### config.mk
export PLATFORM = sky130hd
export DESIGN_NAME = pulse_pattern_gen
export DESIGN_NICKNAME = d
export VERILOG_FILES = /design/src/rtl/tdc_test_pkg.sv /design/src/rtl/pulse_window.sv /design/src/rtl/pulse_pattern_gen.sv
export SDC_FILE = /design/constraint.sdc
export NUM_CORES = 1
export LEC_CHECK = 0
export CAP_MARGIN = 30
export CORE_MARGIN = 2
export CORE_UTILIZATION = 25
export DETAILED_ROUTE_END_ITERATION = 12
export GPL_TIMING_DRIVEN = 0
export SYNTH_ARGS = -nofsm -noshare
export SYNTH_HDL_FRONTEND = slang
export SYNTH_HIERARCHICAL = 1
export SYNTH_SLANG_ARGS = --single-unit
### constraint.sdc
create_clock -name clk_i -period 7.9 [get_ports clk_i]
set_clock_uncertainty 0.1 [all_clocks]
set_input_delay 1.58 -clock clk_i [delete_from_list [all_inputs] [get_ports clk_i]]
set_output_delay 1.58 -clock clk_i [all_outputs]
set_load 0.02 [all_outputs]
### src/rtl/tdc_test_pkg.sv
// Package: tdc_test_pkg
// Shared definitions for the TDC bench pulse generator.
//  - state_t / ST_*  : run-control FSM encoding (IDLE -> RUN -> FIN -> IDLE)
//  - MIN_PERIOD      : shortest period the counter supports; smaller requests are raised to it
package tdc_test_pkg;

  typedef logic [1:0] state_t;

  localparam state_t ST_IDLE = 2'd0;
  localparam state_t ST_RUN  = 2'd1;
  localparam state_t ST_FIN  = 2'd2;

  localparam int unsigned MIN_PERIOD = 2;

endpackage

### src/rtl/pulse_window.sv
// Module: pulse_window
// One output channel of pulse_pattern_gen. It holds the channel delay latched at run
// start, compares the shared period counter against [delay, delay+width], and
// registers the result onto the channel output.
// Ports:
//  clk_i    in   1       clock, rising edge
//  reset_i  in   1       synchronous, active-high
//  load_i   in   1       capture delay_i (run start)
//  delay_i  in   CNT_W   channel delay, sampled when load_i is high
//  width_i  in   WID_W   latched pulse width (pulse lasts width+1 cycles)
//  cnt_i    in   CNT_W   position inside the current period
//  en_i     in   1       window may drive the output this cycle
//  pulse_o  out  1       registered pulse
module pulse_window #(
  parameter int unsigned CNT_W = 16,
  parameter int unsigned WID_W = 4
) (
  input  logic             clk_i,
  input  logic             reset_i,
  input  logic             load_i,
  input  logic [CNT_W-1:0] delay_i,
  input  logic [WID_W-1:0] width_i,
  input  logic [CNT_W-1:0] cnt_i,
  input  logic             en_i,
  output logic             pulse_o
);

  logic [CNT_W-1:0] delay_q, delay_d;
  logic             pulse_q, pulse_d;

  // One extra bit so delay+width never wraps back into the low counter range.
  logic [CNT_W:0]   win_lo, win_hi, cnt_ext;

  always_comb begin
    delay_d = load_i ? delay_i : delay_q;
    win_lo  = {1'b0, delay_q};
    win_hi  = win_lo + {{(CNT_W + 1 - WID_W){1'b0}}, width_i};
    cnt_ext = {1'b0, cnt_i};
    // cnt never exceeds P-1, so the window is naturally cut at the period end and a
    // delay at or beyond P never matches.
    pulse_d = en_i && (cnt_ext >= win_lo) && (cnt_ext <= win_hi);
  end

  always_ff @(posedge clk_i) begin
    if (reset_i) begin
      delay_q <= '0;
      pulse_q <= 1'b0;
    end else begin
      delay_q <= delay_d;
      pulse_q <= pulse_d;
    end
  end

  assign pulse_o = pulse_q;

endmodule

### src/rtl/pulse_pattern_gen.sv
// Module: pulse_pattern_gen
// Multi-channel pulse generator for TDC bench testing. Every period of P cycles each
// channel emits one pulse at its own delay and the shared width. Runs a burst of
// burst_len periods, or free-runs (burst_len = 0) until stopped.
// Ports:
//  clk_i        in   1              clock, rising edge
//  reset_i      in   1              synchronous, active-high
//  start_i      in   1              strobe: latch config and begin a run (IDLE only)
//  stop_i       in   1              strobe: abort the run; wins over start in IDLE
//  period_i     in   CNT_W          cycles per period, values below 2 act as 2
//  delay_i      in   NUM_CH*CNT_W   channel i delay in delay_i[i*CNT_W +: CNT_W]
//  width_i      in   WID_W          pulse length is width+1 cycles
//  burst_len_i  in   BURST_W        periods per run, 0 = continuous
//  pulse_o      out  NUM_CH         registered channel pulses
//  sync_o       out  1              marks the cycle whose pulses reflect cnt == 0
//  busy_o       out  1              run in progress
//  done_o       out  1              one-cycle strobe at burst end or abort
module pulse_pattern_gen
  import tdc_test_pkg::*;
#(
  parameter int unsigned NUM_CH  = 2,
  parameter int unsigned CNT_W   = 16,
  parameter int unsigned WID_W   = 4,
  parameter int unsigned BURST_W = 16
) (
  input  logic                    clk_i,
  input  logic                    reset_i,
  input  logic                    start_i,
  input  logic                    stop_i,
  input  logic [CNT_W-1:0]        period_i,
  input  logic [NUM_CH*CNT_W-1:0] delay_i,
  input  logic [WID_W-1:0]        width_i,
  input  logic [BURST_W-1:0]      burst_len_i,
  output logic [NUM_CH-1:0]       pulse_o,
  output logic                    sync_o,
  output logic                    busy_o,
  output logic                    done_o
);

  localparam logic [CNT_W-1:0] MinPeriod = CNT_W'(MIN_PERIOD);

  state_t             state_q, state_d;
  logic [CNT_W-1:0]   cnt_q, cnt_d;
  logic [CNT_W-1:0]   period_q, period_d;
  logic [WID_W-1:0]   width_q, width_d;
  logic [BURST_W-1:0] burst_q, burst_d;
  logic [BURST_W-1:0] prd_q, prd_d;
  logic               sync_q, sync_d;

  logic               start_ok;
  logic               run_en;
  logic               last_cnt;
  logic               last_prd;
  logic [CNT_W-1:0]   period_clamped;

  always_comb begin
    start_ok       = (state_q == ST_IDLE) && start_i && !stop_i;
    // Channels may only drive during RUN; a stop forces them low on the next edge.
    run_en         = (state_q == ST_RUN) && !stop_i;
    period_clamped = (period_i < MinPeriod) ? MinPeriod : period_i;
    last_cnt       = (cnt_q == (period_q - CNT_W'(1)));
    last_prd       = (burst_q != '0) && (prd_q == (burst_q - BURST_W'(1)));
    sync_d         = run_en && (cnt_q == '0);
  end

  always_comb begin
    state_d  = state_q;
    cnt_d    = cnt_q;
    prd_d    = prd_q;
    period_d = period_q;
    width_d  = width_q;
    burst_d  = burst_q;
    unique case (state_q)
      ST_IDLE: begin
        if (start_ok) begin
          state_d  = ST_RUN;
          cnt_d    = '0;
          prd_d    = '0;
          period_d = period_clamped;
          width_d  = width_i;
          burst_d  = burst_len_i;
        end
      end
      ST_RUN: begin
        if (stop_i) begin
          state_d = ST_FIN;
        end else if (last_cnt) begin
          cnt_d = '0;
          prd_d = prd_q + BURST_W'(1);
          // The final period's pulses were already registered at this edge.
          if (last_prd) begin
            state_d = ST_FIN;
          end
        end else begin
          cnt_d = cnt_q + CNT_W'(1);
        end
      end
      ST_FIN: begin
        state_d = ST_IDLE;
      end
      default: begin
        state_d = ST_IDLE;
      end
    endcase
  end

  always_ff @(posedge clk_i) begin
    if (reset_i) begin
      state_q  <= ST_IDLE;
      cnt_q    <= '0;
      prd_q    <= '0;
      period_q <= '0;
      width_q  <= '0;
      burst_q  <= '0;
      sync_q   <= 1'b0;
    end else begin
      state_q  <= state_d;
      cnt_q    <= cnt_d;
      prd_q    <= prd_d;
      period_q <= period_d;
      width_q  <= width_d;
      burst_q  <= burst_d;
      sync_q   <= sync_d;
    end
  end

  for (genvar g = 0; g < NUM_CH; g++) begin : g_ch
    pulse_window #(
      .CNT_W (CNT_W),
      .WID_W (WID_W)
    ) u_win (
      .clk_i   (clk_i),
      .reset_i (reset_i),
      .load_i  (start_ok),
      .delay_i (delay_i[g*CNT_W +: CNT_W]),
      .width_i (width_q),
      .cnt_i   (cnt_q),
      .en_i    (run_en),
      .pulse_o (pulse_o[g])
    );
  end

  assign sync_o = sync_q;
  assign busy_o = (state_q == ST_RUN);
  assign done_o = (state_q == ST_FIN);

endmodule
Yosys cells after proc, flatten, opt, wreduce, memory -nomap -nowiden --
Cells that the tools add are included.
Operators by class: add/sub/neg operators 6, multiplexer cells 13, equality and inequality tests 9, order comparisons 5, reductions and logical operators 18
Operators with widths (number):
- 16-bit 2-to-1 mux | 6
- 16-bit case mux with 2 select lines | 2
- 16-bit by 4-bit adder with 17-bit output | 2
- 16-bit by 17-bit less-or-equal comparator with 1-bit output | 2
- 16-bit by 1-bit adder with 16-bit output (second input constant) | 2
- 16-bit == test | 2
- 16-bit greater-or-equal comparator | 2
- 16-bit by 1-bit subtractor with 16-bit output (second input constant) | 2
- 16-bit zero test | 1
- 16-bit by 2-bit less-than comparator with 1-bit output (second input constant) | 1
- 16-bit nonzero test | 1
- 1-bit logical AND | 9
- 2-bit 2-to-1 mux | 4
- 3-bit by 2-bit inequality test with 1-bit output (second input constant) | 2
- 3-bit AND reduction | 2
- 2-bit by 1-bit inequality test with 1-bit output (second input constant) | 2
- 2-bit case mux with 2 select lines | 1
- 4-bit AND reduction | 1
- 2-bit by 1-bit == test with 1-bit output (second input constant) | 1
- 2-bit == test (second input constant) | 1
- 2-bit zero test | 1
- 2-bit inequality test (second input constant) | 1
- 2-bit AND reduction | 1
- 2-bit nonzero test | 1
- 1-bit zero test | 1
Word-level totals: output and inout bits 5, input port bits 72, flip-flop bits (word level) 105, word-level logic and storage cells 62

Depth between registers and ports, before layout --
Gate-level depths: netlist of the first run.
depth in word-level cells 7, depth in mapped cells 13, depth with buffers taken out 13

Modules after synthesis --
Netlist of the first run, hierarchy kept.
Modules (own cells, without submodules):
- pulse_pattern_gen | cells each 558, area each 4259.1 um^2, sequential area each 1421.4 um^2, instances 1
- pulse_window | cells each 193, area each 1677.9 um^2, sequential area each 340.3 um^2, instances 2

Worst setup path after synthesis of the first run --
OpenSTA, ideal clock, no wires.
path type input to register, from input stop_i, to register g_ch[0].u_win.delay_q[10], buffers on the path 3, required time 7.672 ns, stages 8, setup time 0.128 ns, data arrival time 3.221 ns, path slack 4.451 ns, path through inv_1 -> nand3_1 -> inv_1 -> buf_1 -> clkbuf_1 -> buf_2 -> mux2i_1 -> nor2_1
On the way: longest elaborated chain between the ends 2
RTL lines:
- start: declaration | line pulse_pattern_gen.sv:29 | input logic stop_i,
- 1-bit zero test | line pulse_pattern_gen.sv:57 | start_ok = (state_q == ST_IDLE) && start_i && !stop_i;
- 1-bit logical AND | line pulse_pattern_gen.sv:57
- via start_ok | line pulse_pattern_gen.sv:50 | logic start_ok;
- end signal: assignment | line pulse_window.sv:49 | delay_q <= delay_d;
- end: declaration | line pulse_window.sv:28 | logic [CNT_W-1:0] delay_q, delay_d;
The timed path passes the listed nets, and every way through them passes these cells. A chain may end at the register's enable or synchronous reset.

Final worst setup path of the first run --
from input stop_i, to register g_ch[0].u_win.delay_q[13]
The elaborated chain is that of the path after synthesis.

==> summary.md, run 1 <==
| Metric | Value |
|---|---|
| Status | `completed` |
| Max-Cap Viols | `0` |
| RD Place Congestion | `0.8247` |
| XOR/XNOR Fraction of Synth Area | `0.07591` |
| Drt wl/cell | `14.31 um` |
| CTS tree | `done` |
| Filler cells | `3208` |
| DRC Markers | `0` |
| Setup CP Type | `in -> reg` |
| Setup ws final | `3489 ps` |
| # diodes | `0` |
| Seq. cell area | `2102 um2` |
| YS warnings | `6` |
| R2r startpoint | `width_q[0]` |
| Crit-path cells | `clkdlybuf4s50_1, inv_1, nand3_1, inv_1, buf_1, clkbuf_1, buf_2, mux2i_1, nor2_1` |
| 1st-pass router iterations | `5` |
| CP peak stage delay | `550 ps` |
| Worst hold path depth | `2` |
| GR peak layer | `met2` |
| Hold path startpoint | `burst_q[15]` |
| M1 GR Usage | `0.1736` |
| # rows | `63` |
| Gr usage total | `0.1280` |
| IO Pins | `77` |
| Ys flop type | `dfxtp_1` |
| WL final | `20390 um` |
| Post-CTS resize count | `0` |
| Post-synthesis sequential area ratio | `0.2760` |
| Flops & latches, synth | `105` |
| Leakage Power | `3.381 nW` |
| Most frequent CP cell | `inv_1` |
| Tcrit/Tclk final | `0.5583` |
| Vias per inst | `4.879` |
| CTS Sinks | `105` |
| Max Slew Vio Count | `0` |
| Clock slew at reported path FFs | `70 ps` |
| Pwr/cell area | `147.5 nW/um2` |
| CP bufs+invs | `6` |
| Worst setup EP type | `register` |
| Core area | `29800 um2` |
| Post-route antenna net violation count | `0` |
| Synth top area share | `0.2760` |
| Deepest clock path buffer count | `2` |
| Post-DP HPWL | `16290 um` |
| Hold EP | `burst_q[15]` |
| FFs w/ async S/R, synth | `0` |
| Die Height | `178.5 um` |
| GR met2 Demand/Resource | `0.2125` |
| Largest net degree at the start of global routing | `19` |
| Die Wd | `178.5 um` |
| Area Growth Syn to Fin | `20.85%` |
| Die area | `31870 um2` |
| Slew headroom | `0.5503` |
| Root Buffer Master | `clkbuf_16` |
| Post-synth EDFFs | `0` |
| Final Hold Viols | `0` |
| Adder-Cell Fraction of Synth Area | `0.1318` |
| Antenna violations before repair | `0` |
| Grt ovf | `0` |
| Hold slack | `390.1 ps` |
| Synth area leader | `dfxtp_1` |
| M3 GR Usage | `0.01790` |
| Place WS | `3139 ps` |
| Syn_nets | `1095` |
| Reg2Reg Depth | `12` |
| Post-layout min period | `4411 ps` |
| Area of the multi-input gates | `5066 um2` |
| Post-synth cell types | `73` |
| Number of global-route vias before repair | `6369` |
| Worst-Skew Late Latency | `360 ps` |
| WP data required | `8040 ps` |
| Post-CTS Setup Bufs | `0` |
| Initial drt markers | `420` |
| CP max stage cell | `buf_1` |
| Endpoints failing setup | `0` |
| Max Fclk | `226.7 MHz` |
| Final #Nets | `1181` |
| Compound-Gate Fraction of Synth Area | `0.1604` |
| Global-route wire length before repair | `32460 um` |
| WP data arrival | `4550 ps` |
| DR vias | `6952` |
| Share of cells above drive strength 1 | `0.05797` |
| Post-synth design cell area | `7615 um2` |
| H-tree depth | `3` |
| Reg2Reg Capture Point | `g_ch[0].u_win/pulse_o` |
| RSZ-0062 raised after global routing | `false` |
| Most instantiated library cell after synthesis | `nand2_1` |
| Worst Tran Pin Value | `657.6 ps` |
| Top cells by count, synth | `124 x nand2_1, 105 x dfxtp_1, 77 x ha_1` |
| Post-CTS Hold Buffers | `0` |
| Starting Density | `0.2556` |
| Synth Area in Simple Gates | `0.2468` |
| Hold Path Class | `reg -> reg` |
| Critical Path Source Type | `input pin` |
| Worst Path Max Fanout | `11` |
| Post-synthesis area per instance | `8.067 um2` |
| Mapped Cells | `944` |
| Main combinational cell family by area after synthesis | `simple AND/OR/NAND/NOR gates` |
| Top post-synthesis cells by area | `dfxtp_1 28%, ha_1 13%, nand2_1 6.1%` |
| Port bufs | `75` |
| Delay-heaviest family, CP | `buffers and inverters` |
| CTS Buf Count | `9` |
| Worst VDD drop | `93.12 uV` |
| Mux cell area share after synthesis | `0.05044` |
| Sum Neg Setup Slack | `0 ps` |
| R2R Setup Slk | `3920 ps` |
-- where the power goes --
| group | internal, W | total [W] | switching [W] |
|---|---|---|---|
| sequential | 0.000547 | 0.000569 | 0.0000224 |
| clock | 0.000313 | 0.000531 | 0.000217 |
| combinational | 0.000122 | 0.000257 | 0.000135 |
-- tightest hold or removal path, delay by kind of cell (launching register included) --
family / cells / cell delay [ps]
AOI/OAI and AO/OA: 1 / 50
DFF: 1 / 330
and+or+nand+nor: 1 / 60
-- through the flow --
step	cells	area, um2	power (W)	utilization
final	1425	9203	0.001357	0.3089
after global routing	1425	9203	0.001425	0.3089
after CTS	1425	9203	0.001372	0.3089
after detailed placement	1409	8853	0.0008377	0.2971
after global placement	1409	8853	0.0008331	0.2971
after floorplan	944	7615	0.0007481	-
-- metal layers --
metal	wire, um	up-vias	part of all wire
met5	0	-	0
met4	250	0	0.012
met3	780	17	0.038
met2	9304	128	0.46
met1	10060	3232	0.49
li1	-	3575	-
-- worst max path at each step --
stage                      start                   endpoint  depth (start not counted)
after CTS                 stop_i  g_ch[0].u_win/delay_q[13]                          9
after global routing      stop_i  g_ch[0].u_win/delay_q[14]                          9
final                     stop_i  g_ch[0].u_win/delay_q[13]                          9
after floorplan           stop_i  g_ch[0].u_win/delay_q[10]                          8
after global placement    stop_i   g_ch[0].u_win/delay_q[5]                          9
after detailed placement  stop_i  g_ch[0].u_win/delay_q[13]                          9
-- cell families (layout without fill, tap and decap cells) --
| group | count (synthesis) | after routing |
|---|---|---|
| adders and majority gates | 79 | 79 |
| DFF | 105 | 105 |
| AOI/OAI and AO/OA | 185 | 185 |
| and+or+nand+nor | 366 | 366 |
| buffers and inverters | 105 | 196 |
| muxes | 38 | 38 |
| xor gates and xnor gates | 66 | 66 |
-- cell type report --
type / instances / area share
well taps: 390 / 0.05303
clock inverters: 7 / 0.01346
plain buffers: 50 / 0.02610
inverters: 55 / 0.02243
flip-flops and latches: 105 / 0.2284
multi-input cells: 734 / 0.5505
clock buffers: 9 / 0.02447
repair buffers: 75 / 0.08158
-- state kept, by name, indices dropped and copies added, names as in the netlist --
name / flops
burst_q: 16
cnt_q: 16
g_ch.u_win/delay_q: 32
g_ch.u_win/pulse_o: 2
period_q: 16
prd_q: 16
state_q: 2
sync_o: 1
width_q: 4
-- cells in the final DEF, fill, tap and decap left out, types with 4 or more instances in the layout --
master	Yosys	layout
xnor2_1	51	51
nand2b_1	8	8
o31ai_1	8	8
o21ai_0	24	24
a211oi_1	9	9
nand3_1	40	40
clkbuf_1	33	33
nor3_1	13	13
a32oi_1	4	4
or4_1	14	14
ha_1	77	77
o211ai_1	11	11
clkdlybuf4s50_1	0	75
and3_1	10	10
nor4_1	17	17
clkbuf_16	0	9
a31oi_1	7	7
mux2i_1	35	35
a311oi_1	4	4
a21oi_1	67	67
or3_1	11	11
xor2_1	15	15
a211o_1	4	4
nand2_1	124	124
or2_2	6	6
nor2_1	68	68
o311ai_1	9	9
inv_1	55	55
buf_6	4	4
nor3b_1	5	5
buf_1	4	4
nand4_1	23	23
buf_2	5	5
dfxtp_1	105	105
a21o_1	8	8
No activity file was read; power rests on OpenSTA's default activity.
==> inputs of run 2 (changes only) <==
clock period = 4.2 ns   (was 7.9 ns; I/O delays follow)
==> results of run 2 <==
Same layout as run 1 (identical final DEF). Status: completed.
Among the figures that moved: setup slack after placement 3139 ps -> 179.4 ps; setup slack after layout 3489 ps -> 215.6 ps; start point of the critical path stop_i -> width_q[0]; end point of the critical path g_ch[0].u_win/delay_q[13] -> g_ch[0].u_win/pulse_o; register-to-register setup slack 3920 ps -> 220 ps; total power 0.001357 W -> 0.002553 W; worst IR drop on VDD 93.12 uV -> 175.2 uV
